## src/rtl/addsub_op_sequencer.sv

```systemverilog
// Issue stage for the 4-bit adder-subtractor: command FIFO, operand
// issue, result capture with status flags, and a completed-op counter.
module addsub_op_sequencer #(
  parameter int W     = 4,
  parameter int DEPTH = 4
) (
  input  logic         clk,
  input  logic         rst_n,
  input  logic         in_valid,
  output logic         in_ready,
  input  logic [W-1:0] in_a,
  input  logic [W-1:0] in_b,
  input  logic         in_sub,
  output logic [W-1:0] as_a,
  output logic [W-1:0] as_b,
  output logic         as_sub,
  input  logic [W-1:0] as_sum,
  input  logic         as_cout,
  output logic         out_valid,
  input  logic         out_ready,
  output logic [W-1:0] out_result,
  output logic         out_cout,
  output logic         out_zero,
  output logic         out_ovf,
  output logic [7:0]   op_count
);

  localparam int PW = $clog2(DEPTH);
  localparam int CW = PW + 1;

  typedef struct packed {
    logic [W-1:0] a;
    logic [W-1:0] b;
    logic         sub;
  } cmd_t;

  typedef enum logic [1:0] {
    IDLE = 2'd0,
    EXEC = 2'd1,
    WAIT = 2'd2
  } state_t;

  cmd_t          mem_q [DEPTH];
  logic [PW-1:0] wr_ptr_q, rd_ptr_q;
  logic [CW-1:0] cnt_q, cnt_d;
  state_t        state_q, state_d;

  logic [W-1:0]  as_a_q, as_a_d;
  logic [W-1:0]  as_b_q, as_b_d;
  logic          as_sub_q, as_sub_d;
  logic          out_valid_q, out_valid_d;
  logic [W-1:0]  out_result_q, out_result_d;
  logic          out_cout_q, out_cout_d;
  logic          out_zero_q, out_zero_d;
  logic          out_ovf_q, out_ovf_d;
  logic [7:0]    op_count_q, op_count_d;

  logic          push, pop;
  logic [W-1:0]  b_eff;
  cmd_t          head;

  assign in_ready = (cnt_q < CW'(DEPTH)) & rst_n;
  assign push     = in_valid & in_ready;
  assign head     = mem_q[rd_ptr_q];
  assign b_eff    = as_sub_q ? ~as_b_q : as_b_q;

  always_comb begin
    state_d      = state_q;
    pop          = 1'b0;
    as_a_d       = as_a_q;
    as_b_d       = as_b_q;
    as_sub_d     = as_sub_q;
    out_valid_d  = out_valid_q;
    out_result_d = out_result_q;
    out_cout_d   = out_cout_q;
    out_zero_d   = out_zero_q;
    out_ovf_d    = out_ovf_q;
    op_count_d   = op_count_q;
    unique case (state_q)
      IDLE: begin
        if (cnt_q != '0) begin
          pop     = 1'b1;
          state_d = EXEC;
        end
      end
      EXEC: begin
        out_result_d = as_sum;
        out_cout_d   = as_cout;
        out_zero_d   = (as_sum == '0);
        out_ovf_d    = (as_a_q[W-1] == b_eff[W-1]) &
                       (as_sum[W-1] != as_a_q[W-1]);
        out_valid_d  = 1'b1;
        state_d      = WAIT;
      end
      WAIT: begin
        if (out_valid_q && out_ready) begin
          out_valid_d = 1'b0;
          op_count_d  = op_count_q + 8'd1;
          if (cnt_q != '0) begin
            pop     = 1'b1;
            state_d = EXEC;
          end else begin
            state_d = IDLE;
          end
        end
      end
      default: state_d = IDLE;
    endcase
    if (pop) begin
      as_a_d   = head.a;
      as_b_d   = head.b;
      as_sub_d = head.sub;
    end
  end

  always_comb begin
    cnt_d = cnt_q;
    unique case ({push, pop})
      2'b10:   cnt_d = cnt_q + CW'(1);
      2'b01:   cnt_d = cnt_q - CW'(1);
      default: cnt_d = cnt_q;
    endcase
  end

  // Storage has no reset; only the pointers and count define occupancy.
  always_ff @(posedge clk) begin
    if (push) mem_q[wr_ptr_q] <= '{a: in_a, b: in_b, sub: in_sub};
  end

  always_ff @(posedge clk) begin
    if (!rst_n) begin
      wr_ptr_q     <= '0;
      rd_ptr_q     <= '0;
      cnt_q        <= '0;
      state_q      <= IDLE;
      as_a_q       <= '0;
      as_b_q       <= '0;
      as_sub_q     <= 1'b0;
      out_valid_q  <= 1'b0;
      out_result_q <= '0;
      out_cout_q   <= 1'b0;
      out_zero_q   <= 1'b0;
      out_ovf_q    <= 1'b0;
      op_count_q   <= '0;
    end else begin
      if (push) wr_ptr_q <= wr_ptr_q + PW'(1);
      if (pop)  rd_ptr_q <= rd_ptr_q + PW'(1);
      cnt_q        <= cnt_d;
      state_q      <= state_d;
      as_a_q       <= as_a_d;
      as_b_q       <= as_b_d;
      as_sub_q     <= as_sub_d;
      out_valid_q  <= out_valid_d;
      out_result_q <= out_result_d;
      out_cout_q   <= out_cout_d;
      out_zero_q   <= out_zero_d;
      out_ovf_q    <= out_ovf_d;
      op_count_q   <= op_count_d;
    end
  end

  assign as_a       = as_a_q;
  assign as_b       = as_b_q;
  assign as_sub     = as_sub_q;
  assign out_valid  = out_valid_q;
  assign out_result = out_result_q;
  assign out_cout   = out_cout_q;
  assign out_zero   = out_zero_q;
  assign out_ovf    = out_ovf_q;
  assign op_count   = op_count_q;

endmodule

```

## config.mk

```make
export PLATFORM = sky130hd
export DESIGN_NAME = addsub_op_sequencer
export DESIGN_NICKNAME = d
export VERILOG_FILES = /design/src/rtl/addsub_op_sequencer.sv
export SDC_FILE = /design/constraint.sdc
export NUM_CORES = 1
export LEC_CHECK = 0
export ABC_AREA = 1
export BUFFER_PORTS_ARGS = -buffer_cell sky130_fd_sc_hd__buf_2
export CORE_ASPECT_RATIO = 0.5
export CORE_UTILIZATION = 30
export DETAILED_ROUTE_END_ITERATION = 10
export PLACE_DENSITY = 0.52
export SETUP_SLACK_MARGIN = 0.05
export SYNTH_ARGS = -nofsm -noshare
export SYNTH_HDL_FRONTEND = slang
export SYNTH_SLANG_ARGS = --single-unit
```

## constraint.sdc

```tcl
create_clock -name clk -period 5.51 [get_ports clk]
set_input_delay 0.8265 -clock clk [delete_from_list [all_inputs] [get_ports clk]]
set_output_delay 0.8265 -clock clk [all_outputs]
set_load 0.02 [all_outputs]
```

==> impl_metrics.tcl, run 1 <==
set metrics [dict create \
    status "complete, no violations" \
    timing.fmax_ghz 0.376 \
    synthTopCellsByArea "edfxtp_1 37%, dfxtp_1 23%, nor2_1 8.8%" \
    clock_power_share_pct 31.3 \
    rsz0062_at_grt "no" \
    hold_class "reg2reg" \
    drive_above_1_share_pct 23.6 \
    grt_pass1_wl_um 9510 \
    p_leak_uw 0.00145 \
    worstSkewPairLatency_ns 0.33 \
    fillerInstances 979 \
    ff2ff_path_depth 10 \
    ys_seq_area_share_pct 59.7 \
    syn-num-nets 325 \
    htreeDepth 3 \
    p_per_area_nw_per_um2 497 \
    vias 2078 \
    grt_pass1_vias 1928 \
    start_util_pct 31.1 \
    portBuffers 43 \
    place_ws_ns 2.51 \
    hp-start "out_zero" \
    finalSetupViolations 0 \
    drv_cap 0 \
    fin_crit_ns 2.66 \
    drt_wl_total_um 5790 \
    avgViaCountPerCell 4.30 \
    netlist_area_um2 2950 \
    power_uw 1760 \
    final_common_cell "nor2_1" \
    clockBufferDepth 2 \
    relSlewSlack_pct 49.4 \
    start_kind "input port" \
    setup_slack_ns 2.85 \
    regToRegStartpoint "out_valid" \
    cp_max_fo 25 \
    hold_depth 2 \
    insertedDiodeCount 0 \
    crit_slowest_cell "buf_2" \
    ys_warn_count 0 \
    route.detailed.drc 0 \
    io_pins 44 \
    die-area_um2 10300 \
    drtAntennaViolNets 0 \
    dp.final_hpwl_um 4140 \
    finalCritPeriodShare_pct 48.3 \
    root_buffer "clkbuf_16" \
    worst_slew_pin_slew_ns 0.757 \
    postCtsResizedCells 0 \
    antenna_found_initial 0 \
    area_delta_synth_final_pct 19.9 \
    clk_pin_slew_ns 0.05 \
    synth_top_area_share_pct 36.6 \
    p_seq_share_pct 40.5 \
    worstPathRequired_ns 5.72 \
    hold_end "out_zero" \
    drt_iter0_drc 111 \
    syn_inst 300 \
    reg2reg_to "cnt_q[2]" \
    vdd_drop_max_mv 0.181 \
    nNetsFinal 368 \
    chipWidth_um 142 \
    synth_cell_types 33 \
    path_cells "buf_2 > inv_2 > nor2_2 > nand2_2 > ha_1 > fa_1 > a21oi_1 > o21ai_1 > xor2_1 > nor2_1" \
    grt_max_degree 26 \
    p_sw_uw 607 \
    place.gp.congestion 0.714 \
    final_cell_mix "69 x nor2_1, 43 x buf_2, 36 x edfxtp_1" \
    postCtsHoldBufs 0 \
    drv_slew 0 \
    swShare_pct 34.6 \
    die_h_um 72.2 \
    cts_setup_buffers 0 \
    finClkSkew_ns 0.00676 \
    setup_tns_ns 0 \
    core_um2 9510 \
    synth_seq_cells 70 \
    cts_tree "built" \
    cts_num_sinks 70 \
    rows 25 \
    grt_use_total_pct 12.6 \
    slowest_delay_ns 0.42 \
    p_int_uw 1150 \
    cts_buffers 9 \
    timing_worst_setup_path_type "in2reg" \
    grt_overflow 0 \
    reg2reg_slack_ns 3.47 \
    end_kind "register" \
    syn_area_per_cell_um2 9.84 \
    synth_top_cell_by_area "edfxtp_1" \
    power_frac_comb_pct 28.3 \
    hold_viol_final 0 \
    cp_data_arrival_time_ns 2.87 \
    drtPass1Iterations 4 \
    wl_per_cell_um 12.0 \
]
==> cell usage after synthesis (all sizes together) <==
| library cell | instances |
|---|---|
| and3 | 1 |
| inv | 32 |
| a21oi | 13 |
| o21ai | 49 |
| a211oi | 1 |
| buf | 9 |
| dfxtp | 34 |
| nand3 | 3 |
| xnor2 | 1 |
| clkbuf | 2 |
| fa | 1 |
| nor3b | 1 |
| o21bai | 1 |
| nor2 | 73 |
| o211ai | 1 |
| xor2 | 2 |
| nand2 | 29 |
| edfxtp | 36 |
| ha | 6 |
| nand4 | 5 |
==> sequential cells by signal, summed over array words and instances (netlist names), 2 cells and up <==
signal,cells
rd_ptr_q,2
as_a,4
op_count,8
out_result,4
as_b,4
mem_q,36
cnt_q,3
state_q,2
wr_ptr_q,2
==> worst max-delay path, delay by kind of cell <==
| family | cells | cell delay [ns] |
|---|---|---|
| fa+ha+maj | 2 | 0.67 |
| buf+inv | 2 | 0.64 |
| simple gates | 3 | 0.36 |
| compound gates | 2 | 0.23 |
| xor+xnor | 1 | 0.14 |
==> how the worst max path moves through the flow <==
stage                    from  endpoint  slack [ns]  depth (start not counted)
finish                  rst_n  cnt_q[2]        2.85                         10
global route            rst_n  cnt_q[2]        2.67                         10
CTS                     rst_n  in_ready        2.85                          4
detailed placement      rst_n  cnt_q[2]        2.51                         10
global placement        rst_n  cnt_q[2]        2.57                         10
floorplan           out_ready  cnt_q[2]        3.10                         11
==> layout make-up <==
| cell class | count | area, um2 | share of cell area, % |
|---|---|---|---|
| flip-flops and latches | 70 | 1760 | 49.8 |
| well taps | 135 | 169 | 4.77 |
| clock inverters | 4 | 48.8 | 1.38 |
| multi-input cells | 187 | 987 | 27.9 |
| repair buffers | 43 | 215 | 6.08 |
| inverters | 32 | 123 | 3.46 |
| clock buffers | 12 | 236 | 6.68 |
==> kinds of logic after synthesis <==
family / Yosys count / synth area share [%]
AND/OR/NAND/NOR: 112 / 16.8
buffers and inverters: 43 / 6.91
XOR/XNOR: 3 / 0.890
flip-flops: 70 / 59.7
adder cells (fa/ha/maj): 7 / 3.22
AO/OA/AOI/OAI: 65 / 12.5
==> power by group through the flow <==
stage / combinational [uW] / sequential, uW / clock [uW]
after CTS: 503 / 715 / 564
final: 497 / 711 / 550
after detailed placement: 500 / 725 / 0
after floorplan: 389 / 738 / 0
after global placement: 491 / 724 / 0
after global routing: 569 / 728 / 589
==> routing by layer <==
metal  up-vias  GRT usage (%)  wire, um
met2        37           19.1      2570
met1       964           16.6      3030
met4         0           5.38        29
met3         2           4.09       164
met5         -              0         0
li1       1075              -         -
==> through the flow <==
stage          hold slack [ns]  area, um2  cells  util (%)
2_1_floorplan            0.457       2950    300         -
3_3_place_gp             0.459       3260    467      34.2
3_5_place_dp             0.462       3260    467      34.2
4_1_cts                  0.470       3540    483      37.2
5_1_grt                  0.504       3540    483      37.2
6_report                 0.468       3540    483      37.2
Power figures use the tool's default switching activity.
==> run 2: changes to the inputs <==
==> constraint.sdc (replaced) <==
create_clock -name clk -period 2.46 [get_ports clk]
set_input_delay 0.369 -clock clk [delete_from_list [all_inputs] [get_ports clk]]
set_output_delay 0.369 -clock clk [all_outputs]
set_load 0.02 [all_outputs]
==> run 2 against run 1 <==
  * Clock skew shrank 0.0015 ns
  * Via count grew 2.1%
  * Sequential power grew 120%
  * Global-route usage grew 0.33 points
  * Clock power grew 130%
  * Critical path type is now reg2reg
  * Sequential cell count is the same
  * Non-clock buffer count grew 6
  * First-iteration DRC count grew 3.6%
  * Clock-buffer cell count shrank 3
==> impl_metrics.tcl, run 2 (synthesis gave the netlist of run 1 again) <==
set metrics [dict create \
    drt_wl_total_um 5850 \
    die_h_um 72.2 \
    cp-startpoint "out_valid" \
    multi_input_area_um2 987 \
    hold_class "in2reg" \
    antenna_found_initial 0 \
    path_cells "nand2_1 > nand2_1 > nand3_4 > inv_4 > ha_1 > fa_1 > a21oi_1 > o21ai_1 > xor2_1 > nor2_1" \
    setup_tns_ns 0 \
    place_ws_ns 0.265 \
    p_seq_share_pct 39.4 \
    nNetsFinal 374 \
    drv_cap 0 \
    cts_buffers 9 \
    timing.fmax_ghz 0.493 \
    fin_crit_ns 2.03 \
    final_area_um2 3590 \
    avgViaCountPerCell 4.35 \
    hp-start "in_b[3]" \
    finalCritPeriodShare_pct 82.5 \
    postCtsHoldBufs 0 \
    drtAntennaViolNets 0 \
    grt_pass1_vias 1971 \
    drt_iter0_drc 115 \
    htreeDepth 3 \
    finClkSkew_ns 0.00522 \
    worstPathRequired_ns 2.67 \
    fillerInstances 951 \
    clockBufferDepth 2 \
    grt_use_total_pct 12.9 \
    core_um2 9510 \
    slowest_delay_ns 0.39 \
    cts_setup_buffers 0 \
    seq_area_um2 1760 \
    dp.final_hpwl_um 4000 \
    final_cell_mix "69 x nor2_1, 43 x buf_2, 36 x edfxtp_1" \
    start_kind "register" \
    setup_slack_ns 0.432 \
    portBuffers 43 \
    grt_max_degree 25 \
    grt_overflow 0 \
    rows 25 \
    die-area_um2 10300 \
    end_kind "register" \
    swShare_pct 34.9 \
    p_per_area_nw_per_um2 1110 \
    power_uw 3970 \
    crit_top_cell "nand2_1" \
    utilization_pct 37.8 \
    finalSetupViolations 0 \
    timing_worst_setup_path_type "reg2reg" \
    worstSkewPairLatency_ns 0.33 \
    start_util_pct 31.1 \
    power_frac_comb_pct 29.2 \
    root_buffer "clkbuf_16" \
    cts_tree "built" \
    largest-register "mem_q" \
    p_int_uw 2590 \
    route.detailed.drc 0 \
    drtPass1Iterations 4 \
    chipWidth_um 142 \
    grt_pass1_wl_um 9810 \
    p_sw_uw 1390 \
    final_common_cell "nor2_1" \
    postCtsResizedCells 0 \
    worst_slew_pin_slew_ns 0.720 \
    cp_data_arrival_time_ns 2.24 \
    place.gp.congestion 0.728 \
    area_delta_synth_final_pct 21.6 \
    p_leak_uw 0.00149 \
    cp_max_fo 14 \
    io_pins 44 \
    wl_per_cell_um 12.0 \
    regToRegStartpoint "out_valid" \
    dpl_cell_area_um2 3300 \
    relSlewSlack_pct 52.0 \
    clock_power_share_pct 31.4 \
    status "complete, no violations" \
    cts_num_sinks 70 \
    rsz0062_at_grt "no" \
    hold_viol_final 0 \
    insertedDiodeCount 0 \
    largest_reg_flops 36 \
    crit_slowest_cell "fa_1" \
    vdd_drop_max_mv 0.442 \
    vias 2122 \
    drv_slew 0 \
    drive_above_1_share_pct 25.8 \
    clk_pin_slew_ns 0.05 \
]
==> run 2: cell count changes in the layout (fill, tap and decap cells not counted) <==
cell | before | now
buf_4 | 0 | 6
clkinv_1 | 1 | 0
clkinv_2 | 0 | 2
clkbuf_1 | 3 | 0
clkinv_4 | 0 | 1
==> run 2: power groups by stage <==
stage          logic (uW)  clock network (uW)  registers, uW
5_1_grt              1320                1350           1590
3_5_place_dp         1170                   0           1590
4_1_cts              1180                1280           1570
3_3_place_gp         1150                   0           1590
2_1_floorplan         872                   0           1650
6_report             1160                1250           1570
==> run 2: worst paths after layout <==
path / to / slack [ns] / cells past startpoint
setup reg to reg: cnt_q[2] / 0.43 / 10
setup / recovery: cnt_q[2] / 0.43 / 10
hold / removal: mem_q[2][4] / 0.25 / 1
hold reg to reg: out_cout / 0.48 / 2
==> run 2: worst max-delay path, delay by kind of cell (launching register included) <==
kind | cells | cell delay, ns
AO/OA/AOI/OAI | 2 | 0.22
buffers and inverters | 1 | 0.12
AND/OR/NAND/NOR | 4 | 0.48
XOR/XNOR | 1 | 0.13
flip-flops | 1 | 0.33
adder cells (fa/ha/maj) | 2 | 0.63
==> run 2: cell type report <==
type / instances / area share, %
clock inverter: 6 / 1.78
inverter: 32 / 3.42
tap: 135 / 4.71
multi-input combinational: 187 / 27.5
sequential: 70 / 49.1
timing repair buffer: 49 / 7.25
clock buffer: 9 / 6.27
==> run 2: stage by stage <==
stage / hold slack [ns] / std cells
final: 0.250 / 488
after global routing: 0.236 / 488
after CTS: 0.238 / 488
after detailed placement: 0.475 / 473
after global placement: 0.461 / 473
after floorplan: 0.457 / 300
==> run 2: metal layers <==
layer / vias up / routed length [um] / GRT usage [%]
met2: 46 / 2520 / 19.1
li1: 1094 / - / -
met1: 972 / 3010 / 16.8
met4: 0 / 80 / 6.69
met5: - / 0 / 0
met3: 10 / 244 / 4.42
==> run 3: changes to the inputs <==
--- a/config.mk
+++ b/config.mk
@@ -5,12 +5,12 @@
 export SDC_FILE = /design/constraint.sdc
 export NUM_CORES = 1
 export LEC_CHECK = 0
-export ABC_AREA = 1
+export ABC_AREA = 0
 export BUFFER_PORTS_ARGS = -buffer_cell sky130_fd_sc_hd__buf_2
 export CORE_ASPECT_RATIO = 0.5
 export CORE_UTILIZATION = 30
 export DETAILED_ROUTE_END_ITERATION = 10
-export PLACE_DENSITY = 0.52
+export PLACE_DENSITY = 0.53
 export SETUP_SLACK_MARGIN = 0.05
 export SYNTH_ARGS = -nofsm -noshare
 export SYNTH_HDL_FRONTEND = slang
==> constraint.sdc (replaced) <==
create_clock -name clk -period 2.09 [get_ports clk]
set_input_delay 0.3135 -clock clk [delete_from_list [all_inputs] [get_ports clk]]
set_output_delay 0.3135 -clock clk [all_outputs]
set_load 0.02 [all_outputs]
==> run 3 against run 2 <==
  * Sequential power grew 17%
  * Synthesized cell count shrank 29%
  * First-iteration DRC count shrank 49%
  * Die area shrank 2.1%
  * Critical endpoint unchanged
  * Largest cell class unchanged
==> impl_metrics.tcl, run 3 <==
set metrics [dict create \
    timing_worst_setup_path_type "reg2reg" \
    drv_slew 0 \
    crit_buf_inv 0 \
    yosysMostFrequentCell "edfxtp_1" \
    syn_inst 212 \
    final_cells 381 \
    cts_tree "built" \
    clk_pin_slew_ns 0.06 \
    drtPass1Iterations 4 \
    ys_warn_count 0 \
    grt_pass1_vias 1836 \
    drt_iter0_drc 59 \
    setup_slack_ns 0.185 \
    hold_class "in2reg" \
    cts_num_sinks 70 \
    timing.fmax_ghz 0.525 \
    synth_cell_types 39 \
    route.detailed.drc 0 \
    place.gp.congestion 0.726 \
    synth_edf_count 36 \
    rsz0062_at_grt "no" \
    synthTopCellsByCount "36 x edfxtp_1, 34 x dfxtp_1, 18 x nand2_1" \
    power_uw 4450 \
    io_pins 44 \
    worstSkewPairLatency_ns 0.32 \
    cp_top_family "simple AND/OR/NAND/NOR gates" \
    syn-num-nets 237 \
    final_common_cell "buf_2" \
    crit_slowest_cell "fa_1" \
    grt_use_total_pct 13.1 \
    reg2reg_to "cnt_q[2]" \
    finalCritPeriodShare_pct 91.2 \
    fin_crit_ns 1.91 \
    grt_max_degree 21 \
    worst_slew_pin_slew_ns 0.612 \
    p_leak_uw 0.00142 \
    hp-start "in_b[1]" \
    portBuffers 43 \
    reg2reg_slack_ns 0.18 \
    syn_area_per_cell_um2 13.6 \
    largest-register "mem_q" \
    synth_top_area_share_pct 37.4 \
    ys_async_sr_fraction_pct 0 \
    finClkSkew_ns 0.00378 \
    dp_cells 366 \
    final_cell_mix "43 x buf_2, 36 x edfxtp_1, 30 x dfxtp_1" \
    drive_above_1_share_pct 32.6 \
    vias 1834 \
    die-area_um2 10100 \
    ff2ff_path_depth 7 \
    place_ws_ns 0.107 \
    chipWidth_um 141 \
    ys_seq_area_share_pct 61.0 \
    vdd_drop_max_mv 0.393 \
    start_kind "register" \
    fillerInstances 870 \
    worstPathRequired_ns 2.34 \
    insertedDiodeCount 0 \
    finalSetupViolations 0 \
    synth_seq_cells 70 \
    root_buffer "clkbuf_16" \
    drt_wl_total_um 5930 \
    avgViaCountPerCell 4.81 \
    nNetsFinal 285 \
    synth_top_cell_by_area "edfxtp_1" \
    drv_cap 0 \
    slowest_delay_ns 0.38 \
    die_h_um 71.4 \
    crit_cells 7 \
    grt_pass1_wl_um 9590 \
    largest_reg_flops 36 \
    worstSetupEndpoint "cnt_q[2]" \
    antenna_found_initial 2 \
    setup_tns_ns 0 \
    synthTopCellsByArea "edfxtp_1 37%, dfxtp_1 24%, mux4_2 7.0%" \
    path_cells "nor3_4 > nor3_2 > ha_2 > fa_1 > xnor2_1 > or3_1 > a21oi_1" \
    regToRegStartpoint "cnt_q[0]" \
    start_util_pct 32.1 \
    cts_buffers 9 \
    cp-startpoint "cnt_q[0]" \
    netlist_area_um2 2890 \
    relSlewSlack_pct 59.1 \
    cp_max_fo 3 \
    p_per_area_nw_per_um2 1260 \
    drtAntennaViolNets 0 \
    rows 24 \
    whs_ns 0.205 \
    grt_overflow 0 \
    hold_viol_final 0 \
    clockBufferDepth 2 \
    wl_per_cell_um 15.6 \
    status "complete, no violations" \
    area_delta_synth_final_pct 21.8 \
    cp_data_arrival_time_ns 2.15 \
    end_kind "register" \
    dp.final_hpwl_um 4060 \
    core_um2 9010 \
    synthFlopType "edfxtp_1" \
    htreeDepth 3 \
]
==> run 3: changes by cell type in the layout (fill, tap and decap cells not counted), sizes merged, moves of 5 or more <==
| cell | delta |
|---|---|
| a21o | +9 |
| o21ai | -46 |
| mux2i | +6 |
| inv | -25 |
| nor2 | -65 |
| o311a | +9 |
| o31ai | +5 |
| mux4 | +9 |
| nand2 | -11 |
==> run 3: routing by layer <==
layer / track usage (%) / routed length, um / vias to the layer above / share of wire [%]
li1: - / - / 890 / -
met1: 15.4 / 2620 / 889 / 44
met2: 20.8 / 2810 / 45 / 47
met3: 5.82 / 409 / 8 / 6.9
met4: 6.28 / 76 / 2 / 1.3
met5: 0 / 12 / - / 0.20
==> run 3: layout make-up <==
class	count	area, um2	area share [%]
Clock buffer	10	229	6.50
Clock inverter	5	37.5	1.07
Inverter	7	26.3	0.746
Multi-Input combinational cell	122	1040	29.7
Sequential cell	70	1770	50.2
Tap cell	117	146	4.16
Timing Repair Buffer	50	268	7.60
==> run 3: logic make-up after synthesis <==
group                      Yosys count  synth area share, %
DFF                                 70                 61.0
and+or+nand+nor                     53                 11.3
AOI/OAI and AO/OA                   42                 10.3
buffers and inverters               20                 3.46
muxes                               15                 9.09
adders and majority gates            7                 3.29
xor gates and xnor gates             5                 1.52
==> run 3: timing repair <==
action	in CTS	in global routing
gates resized for setup	0	4
setup endpoints to repair	0	1
hold buffers	0	0
buffers inserted	0	0
==> run 3: worst min path at each step <==
| stage | to | slack, ns | depth (start not counted) |
|---|---|---|---|
| global route | mem_q[2][4] | 0.19 | 1 |
| detailed placement | out_result[1] | 0.45 | 2 |
| finish | mem_q[0][2] | 0.20 | 1 |
| floorplan | mem_q[0][0] | 0.41 | 0 |
| global placement | out_zero | 0.44 | 2 |
| CTS | mem_q[3][4] | 0.19 | 1 |
==> run 3: power breakdown <==
group | switching, uW | internal (uW) | total, uW
clock | 558 | 797 | 1360
combinational | 714 | 550 | 1260
sequential | 165 | 1670 | 1830
==> run 3: worst reg2reg max path, delay by kind of cell (launching register included) <==
kind,cells,cell delay (ns)
fa+ha+maj,2,0.58
compound gates,1,0.16
xor+xnor,1,0.14
flops,1,0.35
simple gates,3,0.60
==> run 3: stage by stage <==
step                cell area [um2]  utilization (%)
floorplan                      2920                -
global placement               3250             36.0
detailed placement             3250             36.0
CTS                            3510             39.0
global route                   3520             39.1
finish                         3520             39.1
